<file path="config.mk">
export PLATFORM = sky130hd
export DESIGN_NAME = spi_master_ctrl
export DESIGN_NICKNAME = d
export VERILOG_FILES = /design/src/rtl/spi_master_ctrl.sv
export SDC_FILE = /design/constraint.sdc
export NUM_CORES = 1
export LEC_CHECK = 0
export ABC_AREA = 1
export ABC_CLOCK_PERIOD_IN_PS = 1550
export CAP_MARGIN = 10
export CELL_PAD_IN_SITES_DETAIL_PLACEMENT = 0
export CELL_PAD_IN_SITES_GLOBAL_PLACEMENT = 2
export CORE_ASPECT_RATIO = 1.4
export CORE_MARGIN = 1.5
export CORE_UTILIZATION = 31
export CTS_BUF_LIST = sky130_fd_sc_hd__clkbuf_16
export CTS_CLUSTER_SIZE = 28
export DETAILED_ROUTE_END_ITERATION = 6
export HOLD_SLACK_MARGIN = 0.1
export PLACE_DENSITY = 0.79
export SLEW_MARGIN = 0
export SYNTH_ARGS = -nofsm -noshare
export SYNTH_HDL_FRONTEND = slang
export SYNTH_SLANG_ARGS = --single-unit
</file>
<file path="constraint.sdc">
create_clock -name clk -period 1.55 [get_ports clk]
set_input_delay 0.155 -clock clk [delete_from_list [all_inputs] [get_ports clk]]
set_output_delay 0.155 -clock clk [all_outputs]
set_load 0.03 [all_outputs]
</file>
<file path="src/rtl/spi_master_ctrl.sv">
// Command-level SPI master: serialises RAM commands into slave frames on SS_n/MOSI
// and captures the 8-bit MISO response of read-data commands.
module spi_master_ctrl #(
   parameter int unsigned TURNAROUND = 2,
   parameter int unsigned IDLE_GAP   = 1
) (
   input  logic       clk,
   input  logic       rst_n,
   input  logic       cmd_valid,
   output logic       cmd_ready,
   input  logic [1:0] cmd_type,
   input  logic [7:0] cmd_data,
   output logic       rd_valid,
   output logic [7:0] rd_data,
   output logic       busy,
   output logic       SS_n,
   output logic       MOSI,
   input  logic       MISO
);

   typedef enum logic [2:0] {IDLE, CTRL, SHIFT, TURN, RECV, GAP} state_t;

   localparam logic [3:0] TURN_LAST = 4'(TURNAROUND - 1);
   localparam logic [3:0] GAP_LAST  = 4'(IDLE_GAP - 1);

   state_t     state;
   logic [9:0] frame;
   logic [3:0] cnt;
   logic       is_read;
   logic [7:0] rx_sr;

   assign busy = ~cmd_ready;

   always_ff @(posedge clk or negedge rst_n) begin
      if (!rst_n) begin
         state     <= IDLE;
         frame     <= '0;
         cnt       <= '0;
         is_read   <= 1'b0;
         rx_sr     <= '0;
         SS_n      <= 1'b1;
         MOSI      <= 1'b0;
         rd_valid  <= 1'b0;
         rd_data   <= '0;
         cmd_ready <= 1'b1;
      end else begin
         rd_valid <= 1'b0;
         case (state)
            IDLE: begin
               if (cmd_valid) begin
                  frame     <= {cmd_type, cmd_data};
                  is_read   <= (cmd_type == 2'b11);
                  SS_n      <= 1'b0;
                  MOSI      <= cmd_type[1];
                  cmd_ready <= 1'b0;
                  state     <= CTRL;
               end
            end
            CTRL: begin
               MOSI  <= frame[9];
               frame <= {frame[8:0], 1'b0};
               cnt   <= '0;
               state <= SHIFT;
            end
            // frame is consumed from the top, so frame[9] is always the next bit out
            SHIFT: begin
               if (cnt == 4'd9) begin
                  MOSI <= 1'b0;
                  cnt  <= '0;
                  if (is_read) begin
                     state <= TURN;
                  end else begin
                     SS_n  <= 1'b1;
                     state <= GAP;
                  end
               end else begin
                  MOSI  <= frame[9];
                  frame <= {frame[8:0], 1'b0};
                  cnt   <= cnt + 4'd1;
               end
            end
            TURN: begin
               if (cnt == TURN_LAST) begin
                  cnt   <= '0;
                  state <= RECV;
               end else begin
                  cnt <= cnt + 4'd1;
               end
            end
            RECV: begin
               rx_sr <= {rx_sr[6:0], MISO};
               if (cnt == 4'd7) begin
                  rd_data  <= {rx_sr[6:0], MISO};
                  rd_valid <= 1'b1;
                  SS_n     <= 1'b1;
                  cnt      <= '0;
                  state    <= GAP;
               end else begin
                  cnt <= cnt + 4'd1;
               end
            end
            GAP: begin
               if (cnt == GAP_LAST) begin
                  cnt       <= '0;
                  cmd_ready <= 1'b1;
                  state     <= IDLE;
               end else begin
                  cnt <= cnt + 4'd1;
               end
            end
            default: begin
               SS_n      <= 1'b1;
               MOSI      <= 1'b0;
               cnt       <= '0;
               cmd_ready <= 1'b1;
               state     <= IDLE;
            end
         endcase
      end
   end

endmodule

</file>
==> reports/metrics.csv <==
stage,metric,value,unit
final_layout,Layout area overhead,32.34,%
timing,Setup-failing EPs final,0,
final_layout,nets,290,
final_layout,design area,2452,µm²
synth,post-synthesis async set-or-reset flop share,1.000,
global_route,total gr overflow,0,
clock_network,CTS max path bufs,2,
final_layout,fraction of layout cells with a size suffix above 1,0.1752,
drt,Avg Vias per Cell,4.465,
clock_network,CTS tree,yes,
synth,Mapped Cells,232,
die,full die area,6457,µm²
setup_path,Crit path arrival time,1.31,ns
synth,Mapped Area,1853,µm²
timing,Worst Tran Pin Value,0.4957,ns
min_path,Hold Crit Class,in2reg,
synth,Cell variety after synth,22,
clock_network,CTS Buf Count,5,
global_route,largest net degree at the start of global routing,38,
drt,drt pass-1 iters,4,
power_and_ir_drop,Lkg Pwr,1.214,nW
synth,Synth area leader,dfrtp_1,
die,FP Rows,33,
setup_path,critical path class,reg2out,
global_route,initial antenna violation count,0,
global_route,first-pass GRT wire length,6817,µm
clock_network,"Clk Latency, worst-skew pair",0.28,ns
placement,buffers added on ports,26,
synth,Seq cells post-synth,37,
timing,Final Hold Viols,0,
drt,DR WL/cell,11.51,µm
run,Max-Cap Viols,0,
power_and_ir_drop,Pwr Density,1857,nW/µm²
synth,Syn Area/Cell,7.987,µm²
setup_path,flop2flop setup slack,0.12,ns
final_layout,Antenna diodes,0,
drt,Residual DRC,0,
timing,Highest Clock Rate,683.9,MHz
synth,Synth area leaders,"dfrtp_1 47%, nand2_1 15%, o21ai_0 8.6%, inv_1 5.5%, nand3_1 4.1%",
die,die span in x,68.34,µm
clock_network,Clock Pin Slew Worst Setup and Hold Paths,0.06,ns
synth,ys flop type,dfrtp_1,
clock_network,Clock Root Buffer,clkbuf_16,
setup_path,Buf/Inv on CP,1,
timing,final worst path period share,0.9434,
drt,Routed Antenna Nets,0,
synth,top cell type's share of synthesized area,0.4727,
synth,Syn Nets,249,
synth,"EDFF count, synth",0,
die,I/O Pins,27,
die,Initial Utilization,0.3183,
setup_path,Worst Setup End Kind,output port,
power_and_ir_drop,Final Power,0.004553,W
setup_path,Crit path required time,1.39,ns
drt,Initial DRC Count,55,
die,core area,5822,µm²
global_route,Global Route Usage Sum,0.1425,
clock_network,H-tree depth,2,
timing,post-layout min period,1.462,ns
timing,Slew Limit Fails,0,
placement,placed inst area,2245,µm²
drt,vias,1536,
placement,GP Congestion,0.7776,
placement,hpwl dp,2942,µm
synth,Yosys Warn Count,0,
setup_path,Startpoint Class,flip-flop,
setup_path,max incr delay on CP,0.67,ns
die,Die Ht,94.48,µm
synth,"count leader, synth",nand2_1,
power_and_ir_drop,Max IR drop VDD,0.0007431,V
timing,RSZ-0062 raised after global routing,true,
outcome,outcome,"finished, final reports clean",
setup_path,Crit path max-delay family,buffers and inverters,
timing,Final Skew,0.006152,ns
clock_network,CTS sink cnt,37,
synth,"top cells by count, synth","76 x nand2_1, 35 x dfrtp_1, 32 x o21ai_0, 27 x inv_1, 15 x nand3_1",
drt,Routed WL,3958,µm
setup_path,"slowest stage cell, crit path",clkdlybuf4s50_1,
timing,headroom to the max-slew limit,0.6696,
setup_path,CP Max Fanout,2,
final_layout,fillers,600,
global_route,vias in the first global route,1514,
final_layout,"Core Util, Final",0.4212,
setup_path,CP cell instances,clkdlybuf4s50_1,
synth,sequential share of the synthesized area,0.5010,
==> layer usage <==
metal,share of wire,track usage
met5,0,0
met2,0.50,0.2338
met4,0.027,0.06500
met3,0.027,0.03576
met1,0.44,0.1718
==> worst paths after layout <==
path | startpoint | depth (start not counted) | endpoint
min in group asynchronous | rst_n | 3 | MOSI
hold / removal | cmd_type[0] | 3 | is_read
setup reg to reg | state[0] | 7 | frame[2]
max in group asynchronous | rst_n | 3 | state[0]
setup / recovery | rd_data[5] | 1 | rd_data[5]
hold reg to reg | SS_n | 2 | SS_n
==> final cells by class <==
| class | instances | area (µm²) | share of cell area |
|---|---|---|---|
| clock buffers | 5 | 125.1 | 0.05102 |
| clock inverters | 3 | 42.54 | 0.01735 |
| inverters | 32 | 122.6 | 0.05000 |
| multi-input cells | 159 | 800.8 | 0.3265 |
| flip-flops and latches | 37 | 929.6 | 0.3791 |
| well taps | 70 | 87.58 | 0.03571 |
| repair buffers | 38 | 344.1 | 0.1403 |
==> cells by family after synthesis <==
logic type	count (synthesis)	share of synthesized area
DFF	37	0.5010
buffers and inverters	36	0.08305
AOI/OAI and AO/OA	45	0.1411
adders and majority gates	3	0.02026
xor gates and xnor gates	1	0.004727
and+or+nand+nor	110	0.2498
==> tightest hold or removal path: stages <==
cell	delay [ns]
clkdlybuf4s50_1	0.40
inv_1	0.07
o31ai_1	0.07
==> placed cells by master (no fill, tap or decap), drive strengths merged <==
cell           instances
nand2                 78
o21ai                 39
dfrtp                 35
inv                   33
clkdlybuf4s50         22
nand3                 16
nor2                  15
buf                   12
clkbuf                 5
ha                     3
dlygate4sd2            3
dfstp                  2
o21bai                 2
o31ai                  2
a21oi                  2
or2                    1
xor2                   1
bufinv                 1
clkinv                 1
dlygate4sd3            1
==> through the flow <==
stage | setup WS (ns) | TNS, ns | cells | hold WS (ns)
floorplan | 0.1664 | 0 | 232 | -0.1406
global placement | -0.06752 | -0.06772 | 335 | 0.2446
detailed placement | -0.05347 | -0.05801 | 335 | 0.2408
CTS | 0.02238 | 0 | 344 | 0.4570
global route | -0.01557 | -0.02973 | 344 | 0.4885
finish | 0.08780 | 0 | 344 | 0.4508
==> power by group <==
part | switching, W | total (W) | internal (W)
Sequential | 0.000218 | 0.00153 | 0.00131
Combinational | 0.00117 | 0.00187 | 0.000707
Clock | 0.000392 | 0.00115 | 0.000755
==> state kept, by name (all words and copies together) (netlist names) <==
signal and flops:
frame 10, rd_data 8, rx_sr 7, cnt 4, state 3, MOSI 1
SS_n 1, cmd_ready 1, is_read 1, rd_valid 1
==> timing repair <==
item                                   in CTS  in global routing
setup endpoints to repair                   8                 16
setup buffers                               0                  0
hold buffers                                1                  0
resized for setup                           4                 11
endpoints found under the hold margin      35                  0
Note: power is estimated with default switching activity, not from simulation.
